[src/rtl/ifq_pkg.sv]
// Shared types and helpers for the parametrised instruction fetch queue.
package ifq_pkg;

  localparam int WORD_W = 32;

  typedef enum logic [1:0] {
    IDLE  = 2'd0,
    FETCH = 2'd1,
    STALL = 2'd2,
    FLUSH = 2'd3
  } ifq_state_e;

  function automatic int clog2(input int value);
    int r;
    r = 0;
    while ((1 << r) < value) r++;
    return r;
  endfunction

  function automatic int line_bytes(input int wpl);
    return (WORD_W / 8) * wpl;
  endfunction

endpackage

[src/rtl/ifq_line_mem.sv]
// DEPTH x line storage with one write port and a word-select read mux.
module ifq_line_mem
  import ifq_pkg::*;
#(
  parameter  int DEPTH = 4,
  parameter  int WPL   = 4,
  localparam int AW    = clog2(DEPTH),
  localparam int OW    = clog2(WPL)
) (
  input  logic                  clk,
  input  logic                  reset,
  input  logic                  wr_en,
  input  logic [AW-1:0]         wr_addr,
  input  logic [WORD_W*WPL-1:0] wr_data,
  input  logic [AW-1:0]         rd_addr,
  input  logic [OW-1:0]         rd_word,
  output logic [WORD_W-1:0]     rd_data
);

  logic [WORD_W*WPL-1:0] lines [DEPTH];

  always_ff @(posedge clk) begin
    if (!reset) begin
      for (int i = 0; i < DEPTH; i++) lines[i] <= '0;
    end else if (wr_en) begin
      lines[wr_addr] <= wr_data;
    end
  end

  // Word 0 occupies the MSBs of a line, so word k sits WPL-1-k slots above bit 0.
  always_comb begin
    rd_data = '0;
    for (int k = 0; k < WPL; k++) begin
      if (rd_word == OW'(k)) rd_data = lines[rd_addr][WORD_W*(WPL-1-k) +: WORD_W];
    end
  end

endmodule

[src/rtl/ifq_param.sv]
// Parametrised instruction fetch queue between the I-cache line port and the decoder.
// Define IFQ_BYPASS_EN to forward a response straight to an empty head in the same cycle.
module ifq_param
  import ifq_pkg::*;
#(
  parameter int DEPTH   = 4,
  parameter int WPL     = 4,
  parameter int MAX_OUT = 4
) (
  input  logic                  clk,
  input  logic                  reset,
  output logic [31:0]           Pc_in,
  output logic                  Rd_en_cache,
  input  logic [WORD_W*WPL-1:0] Dout,
  input  logic                  Dout_valid,
  output logic [31:0]           Pc_out,
  output logic [31:0]           Inst,
  output logic                  Empty,
  input  logic                  Rd_en,
  input  logic [31:0]           Jmp_branch_address,
  input  logic                  Jmp_branch_valid
);

  localparam int PW  = clog2(DEPTH);
  localparam int OW  = clog2(WPL);
  localparam int CW  = clog2(MAX_OUT + 1);
  localparam int LB  = line_bytes(WPL);
  localparam int LBW = clog2(LB);

  ifq_state_e        state;
  logic [PW:0]       rptr, wptr, occupied;
  logic [OW-1:0]     offset;
  logic [CW-1:0]     outstanding, drop_cnt, drop_nxt, flush_cnt;
  logic [WORD_W-1:0] mem_word;
  logic              resp_any, resp, resp_keep, resp_drop;
  logic              q_empty, bypass, pop, free_line;
  int                credit, credit_nxt;

  assign resp_any  = Dout_valid && (outstanding != '0);
  assign resp      = resp_any && !Jmp_branch_valid;
  assign resp_keep = resp && (drop_cnt == '0);
  assign resp_drop = resp && (drop_cnt != '0);
  assign q_empty   = (rptr == wptr);
  assign Empty     = q_empty && !bypass;
  assign pop       = Rd_en && !Empty && !Jmp_branch_valid;
  assign free_line = pop && (&offset);
  assign occupied  = wptr - rptr;
  assign drop_nxt  = drop_cnt - CW'(resp_drop);
  // A response arriving with the redirect is already stale and is not counted.
  assign flush_cnt = outstanding - CW'(resp_any);

  assign credit      = DEPTH - int'(occupied) - int'(outstanding);
  assign credit_nxt  = credit + int'(free_line) + int'(resp_drop) - int'(Rd_en_cache);
  assign Rd_en_cache = (state != IDLE) && (credit > 0) && (int'(outstanding) < MAX_OUT)
                       && !Jmp_branch_valid;

  ifq_line_mem #(
    .DEPTH(DEPTH),
    .WPL  (WPL)
  ) u_mem (
    .clk    (clk),
    .reset  (reset),
    .wr_en  (resp_keep),
    .wr_addr(wptr[PW-1:0]),
    .wr_data(Dout),
    .rd_addr(rptr[PW-1:0]),
    .rd_word(offset),
    .rd_data(mem_word)
  );

`ifdef IFQ_BYPASS_EN
  logic [WORD_W-1:0] dout_word;

  always_comb begin
    dout_word = '0;
    for (int k = 0; k < WPL; k++) begin
      if (offset == OW'(k)) dout_word = Dout[WORD_W*(WPL-1-k) +: WORD_W];
    end
  end

  assign bypass = q_empty && resp_keep;
  assign Inst   = bypass ? dout_word : mem_word;
`else
  assign bypass = 1'b0;
  assign Inst   = mem_word;
`endif

  always_ff @(posedge clk) begin
    if (!reset) begin
      state       <= IDLE;
      Pc_in       <= '0;
      Pc_out      <= '0;
      rptr        <= '0;
      wptr        <= '0;
      offset      <= '0;
      outstanding <= '0;
      drop_cnt    <= '0;
    end else if (Jmp_branch_valid) begin
      rptr        <= '0;
      wptr        <= '0;
      offset      <= Jmp_branch_address[LBW-1:2];
      Pc_out      <= {Jmp_branch_address[31:2], 2'b00};
      Pc_in       <= Jmp_branch_address & ~32'(LB - 1);
      outstanding <= flush_cnt;
      drop_cnt    <= flush_cnt;
      state       <= (flush_cnt != '0) ? FLUSH : FETCH;
    end else begin
      if (Rd_en_cache) Pc_in <= Pc_in + 32'(LB);
      outstanding <= outstanding + CW'(Rd_en_cache) - CW'(resp);
      drop_cnt    <= drop_nxt;
      if (resp_keep) wptr <= wptr + (PW+1)'(1);
      if (pop) begin
        offset <= offset + OW'(1);
        Pc_out <= Pc_out + 32'd4;
        if (free_line) rptr <= rptr + (PW+1)'(1);
      end
      case (state)
        IDLE:         state <= FETCH;
        FETCH, STALL: state <= (credit_nxt == 0) ? STALL : FETCH;
        FLUSH:        if (drop_nxt == '0) state <= FETCH;
        default:      state <= IDLE;
      endcase
    end
  end

endmodule

[config.mk]
export PLATFORM = sky130hd
export DESIGN_NAME = ifq_param
export DESIGN_NICKNAME = d
export VERILOG_FILES = /design/src/rtl/ifq_pkg.sv /design/src/rtl/ifq_line_mem.sv /design/src/rtl/ifq_param.sv
export SDC_FILE = /design/constraint.sdc
export NUM_CORES = 1
export LEC_CHECK = 0
export BUFFER_PORTS_ARGS = -buffer_cell sky130_fd_sc_hd__buf_4
export CORE_ASPECT_RATIO = 0.9
export CORE_MARGIN = 2
export CORE_UTILIZATION = 48
export CTS_CLUSTER_DIAMETER = 60
export DETAILED_ROUTE_END_ITERATION = 12
export GPL_TIMING_DRIVEN = 0
export HOLD_SLACK_MARGIN = 0.12
export PLACE_DENSITY = 0.74
export SLEW_MARGIN = 5
export SYNTH_ARGS = -nofsm -noshare
export SYNTH_HDL_FRONTEND = slang
export SYNTH_SLANG_ARGS = --single-unit
[constraint.sdc]
create_clock -name clk -period 30.4 [get_ports clk]
set_clock_uncertainty 0.15 [all_clocks]
set_input_delay 1.52 -clock clk [delete_from_list [all_inputs] [get_ports clk]]
set_output_delay 1.52 -clock clk [all_outputs]
set_load 0.005 [all_outputs]
* Word-level counts from Yosys, hierarchy flattened
Memory sizes are Yosys's and may differ from the RTL's. A register that Yosys moved wholly into a read port is not among the register bits.
Index checks and enable logic that the tools add are counted.
** Storage, ports and cells
- Memory bits (writable) :: 512
- Bits of input ports :: 165
- Register bits :: 80
- Output and inout bits :: 98
- Memories :: 1
- Word-level logic and storage cells :: 91
** Cells by class
- Equality and inequality tests :: 8
- Reduce and logical (&&, ||, !) cells :: 28
- $add $sub $neg :: 15
- Bitwise gates (word level) :: 1
- $lt $le $gt $ge :: 2
- Muxes and demuxes :: 26
** Memories
- u_mem.lines :: words 4, bits a word 128, rd ports 1, clocked after memory_dff 1, wr ports 4, RTL line ifq_line_mem.sv:20 : logic [WORD_W*WPL-1:0] lines [DEPTH];
** Operators with widths (count)
- 2-to-1 mux 32 bit :: 8
- 2-to-1 mux 128 bit :: 1
- OR reduction 128 bit :: 1
- adder 32 x 3 -> 32 bit (second input constant) :: 1
- adder 32 x 5 -> 32 bit (second input constant) :: 1
- logical NOT 32 bit :: 1
- 2-to-1 mux 2 bit :: 9
- logical AND 1 bit :: 10
- nonzero test 3 bit :: 3
- subtractor 3 x 1 -> 3 bit :: 3
- == test 2 bit (second input constant) :: 4
- subtractor 7 x 2 -> 8 bit :: 1
- adder 6 x 2 -> 7 bit :: 1
- adder 3 x 1 -> 3 bit (second input constant) :: 2
- adder 5 x 2 -> 6 bit :: 1
- logical NOT 3 bit :: 2
- 2-to-1 mux 3 bit :: 2
- case mux 2 bit (3 select lines) :: 1
- nonzero test 2 bit :: 3
- > comparator 5 x 1 -> 1 bit (second input constant) :: 1
- 2-to-1 mux 1 bit :: 5
- subtractor 4 x 4 -> 5 bit :: 1
- == test 2 x 1 -> 1 bit (second input constant) :: 2
- logical NOT 2 bit :: 2
- 11 further kinds :: 14

* Depth between registers and ports, before layout
- Depth after elaboration :: 12
- Mapped depth :: 23
- Gate-level depth less buffers :: 22

* Modules after synthesis
From an unflattened synthesis, not the netlist that was laid out.
** Second synthesis, totals
- Cell total of the unflattened synthesis :: 1891
- Area total of the unflattened synthesis :: 26965.9 um^2
** By module, submodules not included
- ifq_line_mem :: seq. area each 15374.7 um^2, times used 1, cells each 1375, area an instance 22621.7 um^2
- ifq_param :: seq. area each 1481.4 um^2, times used 1, cells each 516, area an instance 4344.2 um^2

* Worst setup path after synthesis
No wires, ideal clock.
- Kind :: input-to-reg
- Start :: input port Dout_valid
- End :: memory u_mem.lines[3][0] in the netlist's numbering (enable)
- Library setup time :: 803 ps
- Required time :: 29447 ps
- Path buffers :: 0
- Cell stages on the path :: 4
- Slack :: 18206 ps
- Arrival time :: 11242 ps
- Cell sequence :: nor2b_1 and2_1 nand2_1 o31ai_1
** RTL lines
- start: declaration :: RTL line ifq_param.sv:15 : input logic Dout_valid,
- end: declaration :: RTL line ifq_line_mem.sv:20

* Worst setup path in the final report
- Start :: register wptr[0]
- End :: output port Rd_en_cache
** On the way
- Word-level cells in the longest chain between the ends :: 7
** Ends and longest elaborated chain
- start: declaration :: RTL line ifq_param.sv:31 : logic [PW:0] rptr, wptr, occupied;
- start signal: assignment :: RTL line ifq_param.sv:111 : if (resp_keep) wptr <= wptr + (PW+1)'(1);
- subtractor 3 bit :: RTL line ifq_param.sv:47 : assign occupied = wptr - rptr;
- subtractor 3 x 3 -> 4 bit :: RTL line ifq_param.sv:52 : assign credit = DEPTH - int'(occupied) - int'(outstanding);
- subtractor 4 x 4 -> 5 bit :: RTL line ifq_param.sv:52
- > comparator 5 x 1 -> 1 bit :: RTL line ifq_param.sv:54 : assign Rd_en_cache = (state != IDLE) && (credit > 0) && (int'(outstanding) < MAX_OUT)
- logical AND 1 bit (2 in series) :: RTL line ifq_param.sv:54
- logical AND 1 bit :: RTL line ifq_param.sv:55 : && !Jmp_branch_valid;
- end: declaration :: RTL line ifq_param.sv:13 : output logic Rd_en_cache,
No other way between the ends.

==> run metrics <==
outcome completed; Total GRT Usage around 26%; required time of the critical path 28.73 ns; first-pass GRT wire length 113000 um; Min Clock Period, post-route approximately 6.6 ns; Power per Cell Area 59.7 mW/mm^2; Clock Latency Late Sink ~0.64 ns; RSZ-0062 raised after global routing false; final hold vios 0; XOR/XNOR Fraction of Synth Area approximately 2%; GRT busiest layer met2; Resized cells post-CTS 0; pre-CTS setup slack roughly 24 ns; IO Pins 263; largest net degree at the start of global routing 54; FF/Latch Area 0.0169 mm^2; clock slew at reported path FFs 0.06 ns; Final ANT Viol Nets 0; Rows around 80; largest family of logic cells by synthesized area simple AND/OR/NAND/NOR gates; worst-case reg-to-reg path depth 23; Synth Area per Inst 14.1 um^2; Layout fillers 4430; hold_buf cts 0; WL per Instance between 20 and 25 um; GR Util met3 6.55%; area delta synth->final 19.4%; worst flop-to-flop path endpoint state[1]; sequential power share 48.9%; Vias per Instance 5.87; Residual DRC 0; slew at the pin with the worst max-slew slack 1.13 ns; WS Path Type flop to output port; Cells after Synth 1934; die width between 200 and 300 um; Congestion Overflow GR 0; multiplexer share of the synthesized area 12.0%; Unique masters post-synth 60; GPL Wtd Cong 0.913; reg-to-reg setup timing slack 24.31 ns; cell-internal power 1.44 mW; worst reg2reg startpoint wptr[0]; maximum clock frequency 151 MHz; sequential element share of the synthesized area 61.8%; MaxCap Viol Count 0; die area 0.0589 mm^2; worst vdd ir between 0.00004 and 0.00005 V; Detailed Route WL 76100 um; depth of the worst hold-timing path 2; Setup crit end kind output port; CTS Buffer Depth 3; footprint of the multi-input gates 0.00976 mm^2; dominant synthesized flop cell edfxtp_1; CTS tree yes; PortBufs 254; switching share of power 25.9%; CP max FO 10; fraction of layout cells with a size suffix above 1 roughly 25%; crit path DAT around 4.9 ns; Mapped Area 0.0273 mm^2; setup_tns 0 ns; total power between 1.5 and 2 mW; clock power share 37.1%; logic gate share of total power 14.1%; initial antenna violation count 14; H-tree depth 2; DR iter-0 viols 2002; EDFF count, synth 512; met1 usage in global routing about 35%; Root Buffer clkbuf_16; Simple-Gate Fraction of Synth Area 15.9%; flops & latches, synth 588; via count 18142; core area 0.0560 mm^2; sw power 0.505 mW; fin nets approximately 2500; HP Class flop to flop; Die Y 230 um; vias in the first global route approximately 18000; PnR worst setup slack 23.79 ns; startpoint types flop; HPWL after DPL 53600 um; Slew headroom 24.5%; min-delay src Pc_out[22]; endpoints failing setup 0; Adder-Cell Fraction of Synth Area ~1.6%; clock sink total 588; drt pass-1 iters 6; fin util 58.3%; Initial Util about 49%; Synth Area in Compound Gates 3.96%; Post-CTS Setup Bufs 0; yosys warns 0; Final Cycle Share between 20% and 30%; Async S/R FF share, synth 0%; Max Slew Vio Count 0; total CTS buffers between 60 and 70; global-route track usage on met2 between 40% and 50%; Worst Hold Endpoint Pc_out[22]; Leakage about 12 nW
==> cells in the final DEF (no fill, tap or decap), drive strengths merged, types with 4 or more instances in the layout <==
master / netlist / layout
a21oi: 62 / 62
a22oi: 32 / 32
a31oi: 6 / 6
and2: 389 / 389
and3: 134 / 134
and4: 5 / 5
buf: 33 / 307
clkbuf: 112 / 200
clkinv: 1 / 25
conb: 1 / 6
dfxtp: 76 / 76
diode: 0 / 6
edfxtp: 512 / 512
fa: 5 / 5
ha: 28 / 28
inv: 37 / 39
mux2: 32 / 32
mux4: 128 / 128
nand2: 62 / 62
nand2b: 5 / 5
nand3: 25 / 25
nand4: 25 / 25
nor2: 24 / 24
nor2b: 6 / 6
nor3: 21 / 21
nor4: 12 / 12
o21ai: 72 / 72
or3: 4 / 4
xnor2: 35 / 35
xor2: 25 / 25
==> final cells by class <==
type | instances | area share [%]
sequential | 588 | 51.8
multi-input combinational | 1168 | 29.9
timing repair buffer | 274 | 7.19
clock buffer | 88 | 5.21
tap | 756 | 2.90
buffer | 145 | 1.83
clock inverter | 27 | 0.747
inverter | 38 | 0.437
antenna | 6 | 0.0460
==> how the worst max path moves through the flow <==
stage	startpoint	cells past startpoint	slack [ns]	to
4_1_cts	wptr[0]	15	23.84	Rd_en_cache
2_1_floorplan	Dout_valid	4	18.21	u_mem.lines[3][0]
6_report	wptr[0]	15	23.79	Rd_en_cache
3_5_place_dp	wptr[0]	23	24.37	state[1]
5_1_grt	wptr[0]	15	23.58	Rd_en_cache
3_3_place_gp	Jmp_branch_valid	5	10.41	u_mem.lines[3][106]
==> power by group through the flow <==
stage | combinational [mW] | clock, mW | sequential, mW
6_report | 0.275 | 0.723 | 0.953
3_3_place_gp | 0.257 | 0 | 0.981
4_1_cts | 0.273 | 0.727 | 0.952
5_1_grt | 0.298 | 0.757 | 0.956
2_1_floorplan | 0.150 | 0 | 0.970
3_5_place_dp | 0.271 | 0 | 0.969
==> registers in the layout (all words and copies together), names as in the netlist, named ones only <==
| register | cells |
|---|---|
| state | 2 |
| drop_cnt | 3 |
| offset | 2 |
| wptr | 3 |
| Pc_out | 30 |
| outstanding | 3 |
| rptr | 3 |
| Pc_in | 28 |
| u_mem.lines | 512 |
==> kinds of logic (layout without fill, tap and decap cells) <==
kind of cell             Yosys count  in the layout
flip-flops                       588            588
AO/OA/AOI/OAI                    185            185
other                              1             12
AND/OR/NAND/NOR                  720            720
multiplexers                     163            163
buffers and inverters            183            572
adder cells (fa/ha/maj)           33             33
XOR/XNOR                          61             61
==> metal layers <==
metal | routed length [um] | part of all wire (%)
met1 | 29600 | 39
met2 | 36100 | 47
met3 | 7850 | 10
met4 | 2420 | 3.2
met5 | 99 | 0.13
==> metrics by stage <==
step / std cells / hold slack (ns) / cell area (um^2)
floorplan: 1939 / 0.357 / 27400
global placement: 2949 / 0.371 / 30200
detailed placement: 2969 / 0.386 / 30700
CTS: 3084 / 0.394 / 32600
global route: 3087 / 0.446 / 32600
finish: 3090 / 0.398 / 32600
==> critical path, stage by stage, from the launching register on <==
cell and delay [ns]:
dfxtp_1 0.41, inv_1 0.15, ha_1 0.22, fa_1 0.48, ha_1 0.32, ha_1 0.27, nor2b_1 0.12, o21ai_0 0.15
nand2b_1 0.08, xor2_1 0.17, ha_1 0.22, nand3_1 0.06, o211ai_1 0.44, clkbuf_1 0.43, nor3_1 0.55, buf_4 0.22
==> synthesized netlist by cell type, types with 2 or more instances <==
library cell,count,area [um^2]
a211oi_1,3,22.5
nor2_1,23,86.3
o21ai_0,60,300
inv_1,37,139
xor2_1,25,219
mux2i_1,3,30.0
o21ai_1,11,55.1
nand4b_1,2,17.5
nand4_1,24,150
ha_1,28,350
and3_1,134,838
xnor2_1,35,307
fa_1,5,100
mux4_2,128,2880
buf_1,5,18.8
nor2b_1,6,37.5
buf_4,6,45.0
clkbuf_1,109,409
and2_1,388,2430
nor3b_1,2,15.0
a21oi_1,62,310
nor3_1,19,95.1
nand2_1,62,233
a31oi_1,6,37.5
mux2_2,32,360
dfxtp_1,76,1520
and4_1,4,35.0
or3_1,4,25.0
nand2b_1,5,31.3
nand3_1,25,125
nor4_2,7,87.6
clkbuf_2,3,15.0
buf_2,22,110
a22oi_1,32,240
nor3_2,2,20.0
nor4_1,4,25.0
edfxtp_1,512,15400
Note: power is estimated with default switching activity, not from simulation.
